`src/rtl/fpnew_fma_issue_arbiter.sv`:
```
// fpnew_fma_issue_arbiter: round-robin issue arbiter that shares one pipelined FMA
// unit among NumReq requesters. It caps in-flight ops per requester and routes each
// result back to its issuer using the ID carried through the unit.
// Ports:
//   clk_i/rst_i/flush_i         clock, sync active-high reset, sync flush (forwarded as unit_flush_o)
//   req_valid/ready/payload     per-requester issue side (zero-cycle combinational grant)
//   unit_valid/ready/payload/id issue side toward the FMA
//   unit_out_valid/ready/id/payload  result side from the FMA
//   resp_valid/ready/payload    per-requester result side (one-hot valid, broadcast payload)
//   busy_o, proto_err_o         activity status and sticky protocol error
module fpnew_fma_issue_arbiter #(
    parameter  int unsigned NumReq         = 4,
    parameter  int unsigned PayloadWidth   = 64,
    parameter  int unsigned MaxOutstanding = 4,
    localparam int unsigned IdWidth        = $clog2(NumReq),
    localparam int unsigned CntWidth       = $clog2(MaxOutstanding + 1)
) (
    input  logic                                clk_i,
    input  logic                                rst_i,
    input  logic                                flush_i,
    input  logic [NumReq-1:0]                   req_valid_i,
    output logic [NumReq-1:0]                   req_ready_o,
    input  logic [NumReq-1:0][PayloadWidth-1:0] req_payload_i,
    output logic                                unit_valid_o,
    input  logic                                unit_ready_i,
    output logic [PayloadWidth-1:0]             unit_payload_o,
    output logic [IdWidth-1:0]                  unit_id_o,
    output logic                                unit_flush_o,
    input  logic                                unit_out_valid_i,
    output logic                                unit_out_ready_o,
    input  logic [IdWidth-1:0]                  unit_out_id_i,
    input  logic [PayloadWidth-1:0]             unit_out_payload_i,
    output logic [NumReq-1:0]                   resp_valid_o,
    input  logic [NumReq-1:0]                   resp_ready_i,
    output logic [PayloadWidth-1:0]             resp_payload_o,
    output logic                                busy_o,
    output logic                                proto_err_o
);

    typedef enum logic {
        IDLE   = 1'b0,
        LOCKED = 1'b1
    } state_t;

    state_t                             state_q, state_d;
    logic [IdWidth-1:0]                 rr_q, lock_id_q, lock_id_d;
    logic [IdWidth-1:0]                 rr_grant, grant, rr_next;
    logic [NumReq-1:0][CntWidth-1:0]    cnt_q, cnt_d;
    logic                               err_q, lock_err, cnt_err;
    logic [NumReq-1:0]                  eligible;
    logic                               rr_found, cand_valid;
    logic                               live, issue_hs, resp_hs, out_id_ok;

    // Reset and flush both kill every handshake in the cycle they are asserted.
    assign live = ~rst_i & ~flush_i;

    always_comb begin
        eligible = '0;
        for (int i = 0; i < int'(NumReq); i++) begin
            eligible[i] = req_valid_i[i] & (cnt_q[i] < CntWidth'(MaxOutstanding));
        end
    end

    // Round-robin pick: first eligible index starting at rr_q, wrapping modulo NumReq.
    always_comb begin
        int idx;
        idx      = 0;
        rr_grant = rr_q;
        rr_found = 1'b0;
        for (int k = 0; k < int'(NumReq); k++) begin
            idx = int'(rr_q) + k;
            if (idx >= int'(NumReq)) begin
                idx = idx - int'(NumReq);
            end
            if (!rr_found && eligible[idx]) begin
                rr_found = 1'b1;
                rr_grant = IdWidth'(idx);
            end
        end
    end

    // While locked the grant is pinned to the stalled requester. Its count cannot
    // have grown since it was granted, so only its valid matters here.
    always_comb begin
        if (state_q == LOCKED) begin
            grant      = lock_id_q;
            cand_valid = req_valid_i[lock_id_q];
        end else begin
            grant      = rr_grant;
            cand_valid = rr_found;
        end
    end

    assign unit_valid_o   = cand_valid & live;
    assign unit_id_o      = grant;
    assign unit_payload_o = req_payload_i[grant];
    assign unit_flush_o   = flush_i;
    assign issue_hs       = unit_valid_o & unit_ready_i;
    assign req_ready_o    = issue_hs ? (NumReq'(1) << grant) : '0;
    assign rr_next        = (grant == IdWidth'(NumReq - 1)) ? '0 : grant + IdWidth'(1);

    // With a non power-of-two NumReq an out-of-range returned ID must not route.
    if ((1 << IdWidth) == NumReq) begin : g_id_full
        assign out_id_ok = 1'b1;
    end else begin : g_id_partial
        assign out_id_ok = (unit_out_id_i < IdWidth'(NumReq));
    end

    assign unit_out_ready_o = resp_ready_i[unit_out_id_i] & out_id_ok & live;
    assign resp_hs          = unit_out_valid_i & unit_out_ready_o;
    assign resp_valid_o     = (unit_out_valid_i & out_id_ok & live) ? (NumReq'(1) << unit_out_id_i) : '0;
    assign resp_payload_o   = unit_out_payload_i;

    // A result for a requester with nothing outstanding is an error and never
    // underflows the counter; a same-cycle issue for that ID does not rescue it.
    always_comb begin
        cnt_d   = cnt_q;
        cnt_err = 1'b0;
        for (int i = 0; i < int'(NumReq); i++) begin
            if (resp_hs && unit_out_id_i == IdWidth'(i) && cnt_q[i] == '0) begin
                cnt_err = 1'b1;
            end
            if (issue_hs && grant == IdWidth'(i)) begin
                if (!(resp_hs && unit_out_id_i == IdWidth'(i))) begin
                    cnt_d[i] = cnt_q[i] + CntWidth'(1);
                end
            end else if (resp_hs && unit_out_id_i == IdWidth'(i) && cnt_q[i] != '0) begin
                cnt_d[i] = cnt_q[i] - CntWidth'(1);
            end
        end
    end

    always_comb begin
        state_d   = state_q;
        lock_id_d = lock_id_q;
        lock_err  = 1'b0;
        case (state_q)
            IDLE: begin
                if (unit_valid_o && !unit_ready_i) begin
                    state_d   = LOCKED;
                    lock_id_d = grant;
                end
            end
            LOCKED: begin
                if (!req_valid_i[lock_id_q]) begin
                    state_d  = IDLE;
                    lock_err = 1'b1;
                end else if (unit_ready_i) begin
                    state_d = IDLE;
                end
            end
            default: state_d = IDLE;
        endcase
    end

    always_ff @(posedge clk_i) begin
        if (rst_i) begin
            state_q   <= IDLE;
            lock_id_q <= '0;
            rr_q      <= '0;
            cnt_q     <= '0;
            err_q     <= 1'b0;
        end else if (flush_i) begin
            state_q   <= IDLE;
            lock_id_q <= '0;
            rr_q      <= '0;
            cnt_q     <= '0;
        end else begin
            state_q   <= state_d;
            lock_id_q <= lock_id_d;
            cnt_q     <= cnt_d;
            if (issue_hs) begin
                rr_q <= rr_next;
            end
            if (lock_err || cnt_err) begin
                err_q <= 1'b1;
            end
        end
    end

    assign busy_o      = (state_q == LOCKED) | (|cnt_q);
    assign proto_err_o = err_q;

endmodule

```
`config.mk`:
```
export PLATFORM = sky130hd
export DESIGN_NAME = fpnew_fma_issue_arbiter
export DESIGN_NICKNAME = d
export VERILOG_FILES = /design/src/rtl/fpnew_fma_issue_arbiter.sv
export SDC_FILE = /design/constraint.sdc
export NUM_CORES = 1
export LEC_CHECK = 0
export BUFFER_PORTS_ARGS = -buffer_cell sky130_fd_sc_hd__buf_2
export CORE_AREA = 2 2 187 189
export CTS_BUF_LIST = sky130_fd_sc_hd__clkbuf_8
export CTS_CLUSTER_DIAMETER = 40
export CTS_CLUSTER_SIZE = 8
export DETAILED_ROUTE_END_ITERATION = 16
export DIE_AREA = 0 0 189 191
export GPL_TIMING_DRIVEN = 1
export PLACE_DENSITY = 0.4
export SYNTH_ARGS = -nofsm -noshare
export SYNTH_HDL_FRONTEND = slang
export SYNTH_SLANG_ARGS = --single-unit
```
`constraint.sdc`:
```
create_clock -name clk_i -period 6.23 [get_ports clk_i]
set_input_delay 0.3115 -clock clk_i [delete_from_list [all_inputs] [get_ports clk_i]]
set_output_delay 0.3115 -clock clk_i [all_outputs]
set_load 0.02 [all_outputs]
```
After elaboration in Yosys (flattened, before gate mapping)
Index checks and enable logic that the tools add are counted.

cells by class
  add/sub/neg operators = 16
  $lt $le $gt $ge = 15
  eq/ne operators = 10
  shift operators = 2
  multiplexer cells = 57
  bitwise operators = 14
  reductions and logical operators = 47

operator list
  kind                                                          count
  binary-select mux 64 bit (select 2 bit)                       1
  less-than comparator 32 x 4 -> 1 bit (second input constant)  4
  2-to-1 mux 32 bit                                             4
  2-to-1 mux 64 bit                                             1
  2-to-1 mux 3 bit                                              12
  2-to-1 mux 1 bit                                              24
  logical AND 1 bit                                             20
  adder 3 x 1 -> 3 bit (second input constant)                  4
  binary-select mux 1 bit (select 2 bit)                        6
  logical NOT 3 bit                                             4
  less-than comparator 3 bit (second input constant)            4
  2-to-1 mux 2 bit                                              6
  AND reduction 2 bit                                           6
  nonzero test 3 bit                                            4
  OR reduction 12 bit                                           1
  subtractor 3 x 1 -> 3 bit (second input constant)             4
  subtractor 3 x 3 -> 4 bit (second input constant)             3
  bitwise AND 1 bit                                             10
  >= comparator 3 bit (second input constant)                   3
  less-than comparator 2 x 3 -> 1 bit (second input constant)   3
  == test 2 bit (second input constant)                         4
  2-to-1 mux 4 bit                                              2
  != test 2 bit (second input constant)                         4
  nonzero test 2 bit                                            4
  14 further kinds                                              23

storage, ports and cells
  register bits after elaboration = 18
  input port bits = 335
  output and inout port bits = 143
  word-level logic and storage cells = 169

Logic depth before layout (Yosys ltp)
Gate-level depths: netlist (run 1).

  word-level depth = 21
  mapped depth = 13
  mapped depth without buffers = 12

Worst setup path after synthesis (run 1)
OpenSTA, ideal clock, no wires.

  path type = register -> register
  start = reg cnt_q[8] (netlist name)
  end = reg cnt_q[8] (netlist name)
  setup time = 133 ps
  arrival time = 2,788 ps
  data required time = 6,097 ps
  path slack = 3,309 ps
  stages on the path, launching flop included = 11
  buffers on the path = 0
  clock period less this slack = 2,921 ps
  path through = dfxtp_1 nand2b_2 nor3b_2 a211oi_2 nand2_1 nor3_4 inv_1 fa_1 a311oi_1 o21a_1 nor3_1

on the way
  longest elaborated chain between the ends = 21
  elaborated cells between the ends (all ways) = 44
  classes of those cells = add/sub (2); order compare (1); eq/ne (2); mux (25); bitwise (3); reduce/logical (11)

ends and longest elaborated chain
  element                                                               line  RTL
  from (decl)                                                           48    logic [NumReq-1:0][CntWidth-1:0] cnt_q, cnt_d;
  from (signal assigned)                                                171   cnt_q <= cnt_d;
  less-than comparator 3 bit *                                          60    eligible[i] = req_valid_i[i] & (cnt_q[i] < CntWidth'(MaxOutstanding));
  bitwise AND 1 bit *                                                   60
  binary-select mux 1 bit (select 2 bit)                                75    if (!rr_found && eligible[idx]) begin
  2-to-1 mux 1 bit (not written as such) (2 in series)                  75
  2-to-1 mux 1 bit                                                      75
  logical NOT 1 bit                                                     75
  logical AND 1 bit                                                     75
  2-to-1 mux 1 bit                                                      75
  [... 5 more ...]                                                      n/a
  2-to-1 mux 1 bit *                                                    75
  2-to-1 mux 1 bit *                                                    85    if (state_q == LOCKED) begin
  bitwise AND 1 bit *                                                   94    assign unit_valid_o = cand_valid & live;
  via unit_valid_o                                                      24    output logic unit_valid_o,
  bitwise AND 1 bit *                                                   98    assign issue_hs = unit_valid_o & unit_ready_i;
  logical AND 1 bit *                                                   123   if (issue_hs && grant == IdWidth'(i)) begin
  != test 2 bit (no source line) or nonzero test 2 bit (tied branches)  n/a
  AND reduction 2 bit (no source line)                                  n/a

Mark *: on every way through the listed nets, which the timed path passes. The rest lies on a longest branch. The select of a mux whose other input is x is not followed.
A chain may end at the register's enable or synchronous reset.

Final worst setup path (run 1)
  start = reg cnt_q[11] (netlist name)
  end = out unit_payload_o[25]

on the way
  longest elaborated chain between the ends = 18
  elaborated cells between the ends (all ways) = 30
  classes of those cells = order compare (1); mux (22); bitwise (1); reduce/logical (6)

ends and longest elaborated chain
  element                                               line  RTL
  less-than comparator 3 bit *                          60
  bitwise AND 1 bit *                                   60
  binary-select mux 1 bit (select 2 bit)                75
  2-to-1 mux 1 bit (not written as such) (2 in series)  75
  2-to-1 mux 1 bit                                      75
  logical NOT 1 bit                                     75
  logical AND 1 bit                                     75
  2-to-1 mux 1 bit                                      75
  logical NOT 1 bit                                     75
  logical AND 1 bit                                     75
  2-to-1 mux 1 bit                                      75
  logical NOT 1 bit                                     75
  logical AND 1 bit                                     75
  2-to-1 mux 2 bit *                                    75
  2-to-1 mux 2 bit *                                    85
  binary-select mux 64 bit (select 2 bit) *             96    assign unit_payload_o = req_payload_i[grant];
  2-to-1 mux 64 bit (not written as such) *             96
  to (decl)                                             26    output logic [PayloadWidth-1:0] unit_payload_o,

Every way passes the cells marked *; elsewhere a longest branch is shown, timed or not. The select of a mux whose other input is x is not followed.

==> impl_metrics.py, run 1 <==
metrics = {
    "logic_synthesis": {
        "synth_cell_types": 54,
        "synth_nets": 988,
        "yosysWarnings": 0,
        "yosysMostFrequentCell": "nand2_1",
        "seq_area_frac_synth_pct": 9.43,
        "synthArstFlopShare_pct": 0,
        "netlist.area_leader.share_pct": 26.6,
        "ys_top_cells_by_count": "nand2_1, buf_4, and3_1",
        "synth_edf_count": 0,
        "synth_area_leaders": "nand2_1, buf_4, and3_1",
        "syn_inst": 648,
        "ys.flop_type": "dfxtp_1",
        "synth-seq-cells": 18,
        "syn_area_um2": 3820,
        "syn_area_per_cell_um2": 5.90,
        "yosys.area.top_type": "nand2_1",
    },
    "timing": {
        "clock.fmax_mhz": 252,
        "setup_viol": 0,
        "period_share_pct": 63.7,
        "slew_headroom_pct": 35.4,
        "worst_slack_ns": 2.26,
        "worst_pin_slew_ns": 0.968,
        "fin_skew_ns": 0.00525,
        "finalHoldViolations": 0,
        "rsz0062_at_grt": "false",
        "tns_ns": 0,
        "slew_violations": 0,
        "period_minus_slack_ns": 3.97,
        "hold_ws_ns": 0.228,
    },
    "route": {
        "viasPerCell": 4.02,
        "wl_per_cell_um": 16.9,
        "vias": 5441,
        "final_antenna_net_count": 0,
        "drc": 0,
        "dr.pass1.iters": 5,
        "drt_iter0_drc": 345,
        "wl_mm": 22.8,
    },
    "placement": {
        "pre_cts_slack_ns": 2.41,
        "dp_hpwl_mm": 18.6,
        "io_buffers": 349,
        "place_congestion": 0.867,
        "placed_cells_incl_taps": 1347,
    },
    "floorplan": {
        "die_x_um": 189,
        "ios": 478,
        "die_area_um2": 36100,
        "initial_core_util_pct": 11.2,
        "core_um2": 34100,
        "rows": 68,
        "die_h_um": 191,
    },
    "clock_tree": {
        "htree_num_levels": 1,
        "clock_path_buffers": 2,
        "cts.hold.buffers_added": 0,
        "clock-sinks": 18,
        "cts.reportedPaths.clkPinSlew_ns": 0.08,
        "cts_tree": "yes",
        "clk_latency_ns": 0.27,
        "ctsResizeCount": 0,
        "cts_buffers": 3,
        "cts_setup_buffers": 0,
        "clockRootBuffer": "clkbuf_8",
    },
    "critical_path": {
        "path_class": "flop to output port",
        "crit_chain": "nor2b_1, o221ai_1, a211oi_2, nor2_4, inv_4, buf_4, nand2_1, and3_1, a31oi_1, buf_2",
        "ff2ff_setup_slack_ns": 2.38,
        "crit_required_ns": 5.92,
        "cpPeakStageDelay_ns": 0.66,
        "r2r-end": "cnt_q[10]$_SDFFE_PP0P_",
        "r2r-start": "cnt_q[8]$_SDFFE_PP0P_",
        "cpMaxStageDelayCell": "inv_4",
        "r2r_cells": 12,
        "crit_path_max_fanout": 85,
        "end_kind": "output port",
        "crit_path_start_kind": "flop",
        "critical_path_arrival_ns": 3.66,
    },
    "global_route": {
        "grt_usage_pct": 11.3,
        "grt_pass1_wl_mm": 31.4,
        "grt_overflow": 0,
        "grt_max_degree": 86,
        "antenna_found_initial": 2,
        "grt_pass1_vias": 5043,
    },
    "final_layout": {
        "drive_gt1_share_pct": 42.1,
        "area_delta_synth_final_pct": 44.8,
        "nets": 1237,
        "fin_cells": 1353,
    },
    "pwr": {
        "power.density_nw_per_um2": 138,
        "ir_worst_vdd_mv": 0.0640,
        "p_leak_uw": 0.00285,
    },
    "run": {
        "maxCapViolCount": 0,
    },
    "min_path": {
        "min_path_type": "primary input to flop",
        "hp-start": "rst_i",
        "whs_endpoint": "proto_err_o$_SDFFE_PP0P_",
        "hold_depth": 2,
    },
    "status": {
        "status": "completed",
    },
}
[metrics by stage]
stage / area [µm²] / util [%] / power [µW]
4_1_cts: 5530 / 16.2 / 778
6_report: 5540 / 16.2 / 765
3_3_place_gp: 5480 / 16.1 / 673
3_5_place_dp: 5480 / 16.1 / 671
5_1_grt: 5540 / 16.2 / 819
2_1_floorplan: 3820 / - / 494
[cell type report]
| cell class | count | area, µm² |
|---|---|---|
| timing repair buffer | 354 | 1780 |
| antenna | 2 | 5.00 |
| sequential | 18 | 360 |
| clock buffer | 4 | 55.1 |
| inverter | 9 | 36.3 |
| tap | 455 | 569 |
| multi-input combinational | 511 | 2730 |
| fill | 4038 | 28600 |
[worst max-delay path, delay by kind of cell (launching register included)]
kind / cells / cell delay, ns
AOI/OAI and AO/OA: 3 / 0.81
buffers and inverters: 3 / 1.46
DFF: 1 / 0.36
and+or+nand+nor: 4 / 0.64
[report_power, final]
part           internal [µW]  switching (µW)  total [µW]
Clock                   56.4            45.9         102
Sequential               117            3.17         121
Combinational            201             342         542
[registers in the layout (all words and copies together), names as in the netlist]
register / count
rr_q: 2
lock_id_q: 2
proto_err_o: 1
state_q: 1
cnt_q: 12
[cells by family (layout without fill, tap and decap cells)]
logic type,count (synthesis),in the layout,synth area share [%]
compound gates,93,93,17.0
fa+ha+maj,5,5,2.42
xor+xnor,5,5,1.15
flops,18,18,9.43
other cells,0,2,0
simple gates,395,395,46.9
mux,13,13,3.83
buf+inv,119,367,19.2
[placed cells by master (no fill, tap or decap), types with 4 or more instances in the layout]
cell type  synthesis  final
buf_2             22    349
nor3_1             7      7
nor2_1            15     15
buf_4             69      5
inv_1              6      6
nor2b_1            4      4
fa_1               4      4
a31oi_1           65     65
and2_1             4      4
nand2b_1           7      7
dfxtp_1           18     18
a21oi_1            7      7
clkbuf_8           0      4
nand2_1          271    271
mux2i_1            9      9
and3_1            66     66
[how the worst max path moves through the flow]
stage / startpoint / end / slack [ns] / depth (start not counted)
final: cnt_q[11]$_SDFFE_PP0P_ / unit_payload_o[25] / 2.26 / 10
after global routing: cnt_q[11]$_SDFFE_PP0P_ / unit_payload_o[28] / 2.07 / 10
after CTS: cnt_q[11]$_SDFFE_PP0P_ / unit_payload_o[28] / 2.25 / 10
after detailed placement: req_valid_i[3] / cnt_q[10]$_SDFFE_PP0P_ / 2.41 / 13
after global placement: req_valid_i[3] / cnt_q[10]$_SDFFE_PP0P_ / 2.46 / 13
after floorplan: cnt_q[8]$_SDFFE_PP0P_ / cnt_q[8]$_SDFFE_PP0P_ / 3.31 / 10
[per-layer routing]
layer / vias to the layer above / global-route usage, % / part of all wire [%]
met3: 32 / 2.99 / 9.7
met1: 2480 / 14.0 / 40
li1: 2626 / - / -
met4: 0 / 4.57 / 3.4
met5: - / 0.412 / 0
met2: 303 / 18.7 / 47
No activity file was read; power rests on OpenSTA's default activity.
==> run 2, diff against run 1 <==
Settings changed: PLACE_DENSITY 0.4 to 0.41.
Clock period 6.23 ns to 3.5 ns, I/O delays scaled along.
==> run 2 against run 1 <==
Non-clock buffer count up 4. Worst setup slack worse by 1.9 ns. Via count unchanged. Register-to-register slack worse by 1.8 ns. Critical path depth unchanged. Critical endpoint unchanged. Largest cell class unchanged. Die area unchanged. Wire length down 0.48%. Combinational power up 80%. Final cell count up 0.30%. Power up 78%. Critical path type unchanged. Global-route usage about the same. Clock skew down 0.0016 ns.
==> impl_metrics.py, run 2 (synthesized netlist as in run 1, its figures left out) <==
metrics = {
    "min_path": {
        "min_path_type": "primary input to flop",
    },
    "final_layout": {
        "multi_input_area_um2": 2730,
        "nFillCells": 4058,
        "largest_reg_flops": 12,
        "drive_gt1_share_pct": 42.3,
        "layout.cells.most_common_list": "buf_2, nand2_1, and3_1",
        "nets": 1241,
        "final-seq-area_um2": 360,
        "final_common_cell": "buf_2",
        "top_register": "cnt_q",
        "area_delta_synth_final_pct": 46.6,
        "finalInstanceArea_um2": 5600,
        "reg.largest.list": "cnt_q x12, lock_id_q x2, rr_q x2",
        "post-route-util_pct": 16.4,
    },
    "global_route": {
        "grt_usage_pct": 11.3,
        "grt_overflow": 0,
        "grt_pass1_wl_mm": 31.7,
        "antenna_found_initial": 3,
        "grt_pass1_vias": 5024,
        "grt_max_degree": 68,
    },
    "clock_tree": {
        "htree_num_levels": 1,
        "cts.reportedPaths.clkPinSlew_ns": 0.07,
        "ctsResizeCount": 0,
        "cts_tree": "yes",
        "cts.hold.buffers_added": 0,
        "cts_buffers": 3,
        "clockRootBuffer": "clkbuf_8",
        "cts_setup_buffers": 0,
        "clock_path_buffers": 2,
        "clock-sinks": 18,
        "clk_latency_ns": 0.26,
    },
    "timing": {
        "fin_skew_ns": 0.00360,
        "period_minus_slack_ns": 3.18,
        "tns_ns": 0,
        "setup_viol": 0,
        "slew_violations": 0,
        "clock.fmax_mhz": 314,
        "rsz0062_at_grt": "false",
        "finalHoldViolations": 0,
        "period_share_pct": 90.9,
        "worst_pin_slew_ns": 0.801,
        "slew_headroom_pct": 46.6,
    },
    "critical_path": {
        "r2r-end": "cnt_q[2]$_SDFFE_PP0P_",
        "crit_path_start_kind": "flop",
        "ff2ff_setup_slack_ns": 0.60,
        "end_kind": "output port",
        "r2r-start": "cnt_q[8]$_SDFFE_PP0P_",
        "r2r_cells": 11,
        "path_class": "flop to output port",
        "crit_path_max_fanout": 57,
        "crit_required_ns": 3.32,
        "endpoint": "unit_payload_o[25]",
        "critical_path_arrival_ns": 3.01,
        "startpoint": "cnt_q[11]$_SDFFE_PP0P_",
    },
    "pwr": {
        "ir_worst_vdd_mv": 0.146,
        "power.density_nw_per_um2": 244,
        "total_power_uw": 1370,
        "p_leak_uw": 0.00289,
    },
    "route": {
        "dr.pass1.iters": 4,
        "vias": 5441,
        "wl_per_cell_um": 16.7,
        "drt_iter0_drc": 218,
        "wl_mm": 22.7,
        "drc": 0,
        "final_antenna_net_count": 0,
        "viasPerCell": 4.01,
    },
    "floorplan": {
        "initial_core_util_pct": 11.2,
        "core_um2": 34100,
        "die_h_um": 191,
        "rows": 68,
        "die_area_um2": 36100,
        "ios": 478,
        "die_x_um": 189,
    },
    "placement": {
        "placed_area_um2": 5540,
        "dp_hpwl_mm": 19.1,
        "place_congestion": 0.931,
        "io_buffers": 349,
    },
    "run": {
        "maxCapViolCount": 0,
    },
    "status": {
        "status": "completed",
    },
}
==> run 2: changes by cell type in the layout (fill, tap and decap cells not counted) <==
cell	previous run	this run
buf_4	5	6
buf_12	0	3
==> run 2: area by class of cell <==
class	instances	share of cell area [%]
diodes	2	0.0893
well taps	455	10.2
inverters	9	0.647
repair buffers	358	33.0
clock buffers	4	0.982
flip-flops and latches	18	6.43
multi-input cells	511	48.6
==> run 2: critical path: stages, from the launching register on <==
cell and delay [ns]:
dfxtp_1 0.35, nor2b_1 0.30, o221ai_1 0.21, a211oi_2 0.36, nor2_4 0.11, inv_4 0.35
buf_12 0.29, nand2_1 0.13, and3_1 0.20, a31oi_1 0.18, buf_2 0.22
==> run 2: worst min-delay path by stage <==
stage                      startpoint                       end  slack (ns)  cells after the start
2_1_floorplan            unit_ready_i        state_q$_SDFF_PP0_        0.25                      1
3_3_place_gp   unit_out_payload_i[16]        resp_payload_o[16]        0.35                      0
3_5_place_dp   unit_out_payload_i[16]        resp_payload_o[16]        0.35                      0
4_1_cts                         rst_i  proto_err_o$_SDFFE_PP0P_        0.10                      2
5_1_grt                         rst_i  proto_err_o$_SDFFE_PP0P_        0.11                      2
6_report                        rst_i  proto_err_o$_SDFFE_PP0P_        0.10                      2
==> run 2: routing by layer <==
metal	vias up	global-route usage, %	routed length [µm]
met5	-	0.549	11
met4	2	1.98	292
met3	18	3.08	2050
met2	291	20.0	11000
met1	2499	13.8	9360
li1	2631	-	-
==> run 2: power breakdown <==
group	switching [µW]	internal, µW	leakage [µW]	total [µW]
logic	605	369	0.00271	974
clock network	77.1	100	0.0000288	177
registers	5.54	209	0.000146	215
total	687	679	0.00289	1370
==> run 2: stage by stage <==
step	instances	setup slack, ns	hold slack, ns
floorplan	648	0.579	0.247
global placement	1351	0.658	0.350
detailed placement	1351	0.577	0.350
CTS	1355	0.304	0.101
global route	1357	0.0962	0.111
finish	1357	0.317	0.104
==> run 3, diff against run 2 <==
Settings changed: CORE_AREA 2 2 187 189 to 2 2 185 187, CTS_BUF_LIST sky130_fd_sc_hd__clkbuf_8 to default, DIE_AREA 0 0 189 191 to 0 0 187 189.
Clock period 3.5 ns to 2.9 ns, I/O delays scaled along.
==> run 3 against run 2 <==
Clock power rose by 77%. Sequential power rose by 21%. Worst setup slack got worse by 0.23 ns. Register-to-register slack got worse by 0.37 ns. Global-route usage rose by 0.17 points. Sequential share of layout area fell by 0.28 points. Final cell count rose by 0.66%. Design area rose by 5.6%. Utilization rose by 1.3 points. Power rose by 34%. First-iteration DRC count rose by 15%. Wire length rose by 0.72%. Largest cell class unchanged.
==> impl_metrics.py, run 3 (synthesized netlist as in run 1, its figures left out) <==
metrics = {
    "timing": {
        "setup_viol": 0,
        "slew_violations": 0,
        "fin_skew_ns": 0.00483,
        "tns_ns": 0,
        "period_minus_slack_ns": 2.81,
        "clock.fmax_mhz": 355,
        "worst_slack_ns": 0.0857,
        "finalHoldViolations": 0,
        "rsz0062_at_grt": "false",
        "worst_pin_slew_ns": 0.592,
        "hold_ws_ns": 0.0890,
        "period_share_pct": 97.0,
        "slew_headroom_pct": 60.5,
    },
    "floorplan": {
        "ios": 478,
        "rows": 67,
        "die_h_um": 189,
        "core_um2": 33300,
        "initial_core_util_pct": 11.5,
        "die_x_um": 187,
        "die_area_um2": 35300,
    },
    "route": {
        "vias": 5433,
        "drt_iter0_drc": 250,
        "highest-signal-layer": "met4",
        "dr.pass1.iters": 4,
        "wl_mm": 22.9,
        "final_antenna_net_count": 0,
        "wl_met2_mm": 10.9,
        "drt-met1-wl_mm": 9.68,
        "drc": 0,
        "wl_met3_mm": 1.98,
        "wl_per_cell_um": 16.8,
        "viasPerCell": 3.98,
    },
    "pwr": {
        "power.density_nw_per_um2": 310,
        "p_sw_share_pct": 47.5,
        "p_int_uw": 962,
        "power.share.sequential_pct": 14.2,
        "power_frac_clock_pct": 17.1,
        "p_comb_share_pct": 68.7,
        "p_leak_uw": 0.00304,
        "total_power_uw": 1830,
        "ir_worst_vdd_mv": 0.202,
        "p_sw_uw": 872,
    },
    "global_route": {
        "antenna_found_initial": 0,
        "grt_usage_pct": 11.5,
        "grt_overflow": 0,
        "grt_max_degree": 69,
        "grt_pass1_vias": 5220,
        "grt_pass1_wl_mm": 31.8,
    },
    "clock_tree": {
        "cts.hold.buffers_added": 0,
        "clockRootBuffer": "clkbuf_16",
        "cts.reportedPaths.clkPinSlew_ns": 0.06,
        "clock-sinks": 18,
        "cts_tree": "yes",
        "cts_buffers": 3,
        "htree_num_levels": 1,
        "clk_latency_ns": 0.25,
        "clock_path_buffers": 2,
    },
    "placement": {
        "io_buffers": 349,
        "pre_cts_slack_ns": 0.196,
        "place_congestion": 0.903,
        "dp_hpwl_mm": 18.5,
    },
    "status": {
        "status": "completed",
    },
    "critical_path": {
        "crit_path_max_fanout": 22,
        "critical_path_arrival_ns": 2.67,
        "crit_required_ns": 2.76,
        "crit_path_start_kind": "flop",
        "end_kind": "output port",
        "path_class": "flop to output port",
    },
    "final_layout": {
        "layout.cells.most_common_list": "buf_2, nand2_1, and3_1",
        "nets": 1258,
        "reg.largest.list": "cnt_q x12, lock_id_q x2, rr_q x2",
        "largest_reg_flops": 12,
        "drive_gt1_share_pct": 44.6,
        "area_delta_synth_final_pct": 54.8,
        "nFillCells": 3926,
        "top_register": "cnt_q",
        "final_common_cell": "buf_2",
    },
    "run": {
        "maxCapViolCount": 0,
    },
    "min_path": {
        "min_path_type": "primary input to flop",
    },
}
-- run 3: changes by cell type in the layout (fill, tap and decap cells not counted), moves of 3 or more --
cell and delta:
clkbuf_8 -3, dfxtp_2 +3, buf_4 +14, clkbuf_16 +5
dfxtp_1 -3
-- run 3: critical path, stage by stage, from the launching register on --
cell and delay, ns:
dfxtp_1 0.41, nor2b_4 0.09, or3_1 0.38, a21bo_1 0.20, or2_4 0.27, buf_4 0.22
buf_4 0.21, and3_2 0.26, a31oi_1 0.18, buf_2 0.19
-- run 3: final timing paths --
kind | slack [ns] | depth (start not counted) | end | startpoint
worst min register to register | 0.48 | 2 | proto_err_o$_SDFFE_PP0P_ | proto_err_o$_SDFFE_PP0P_
worst max-delay path | 0.09 | 9 | unit_payload_o[47] | cnt_q[5]$_SDFFE_PP0P_
worst min-delay path | 0.09 | 2 | state_q$_SDFF_PP0_ | unit_ready_i
worst max register to register | 0.23 | 11 | cnt_q[11]$_SDFFE_PP0P_ | cnt_q[5]$_SDFFE_PP0P_
-- run 3: what timing repair did --
| action | CTS | global route |
|---|---|---|
| gates cloned | 0 | 2 |
| setup buffers | 1 | 2 |
| endpoints found under the hold margin | 0 | 0 |
| gates resized for setup | 4 | 16 |
| pin swaps | 1 | 2 |
| endpoints found under the setup margin | 9 | 68 |
-- run 3: power by group through the flow --
stage | Sequential [µW] | Clock, µW | Combinational [µW]
3_3_place_gp | 265 | 0 | 1230
3_5_place_dp | 265 | 0 | 1220
6_report | 260 | 314 | 1260
5_1_grt | 261 | 333 | 1360
2_1_floorplan | 264 | 0 | 798
4_1_cts | 260 | 328 | 1230
-- run 3: per-stage QoR --
stage | instance area, µm² | std cells | utilization [%]
2_1_floorplan | 3830 | 648 | -
3_3_place_gp | 5660 | 1356 | 17.0
3_5_place_dp | 5660 | 1356 | 17.0
4_1_cts | 5770 | 1361 | 17.3
5_1_grt | 5910 | 1365 | 17.8
6_report | 5920 | 1366 | 17.8
-- run 3: metal layers --
layer  vias up  global-route usage, %
li1       2664                      -
met2       296                   19.8
met4         0                   1.86
met1      2454                   14.5
met3        19                   3.26
met5         -                      0
-- run 3: cell type report --
class                           instances  area, µm²  area share, %
Sequential cell                        18        364           6.15
Antenna cell                            1       2.50         0.0423
Tap cell                              448        561           9.48
Inverter                                9       38.8          0.656
Multi-Input combinational cell        511       2800           47.3
Timing Repair Buffer                  375       2060           34.9
Clock buffer                            4       88.8           1.50
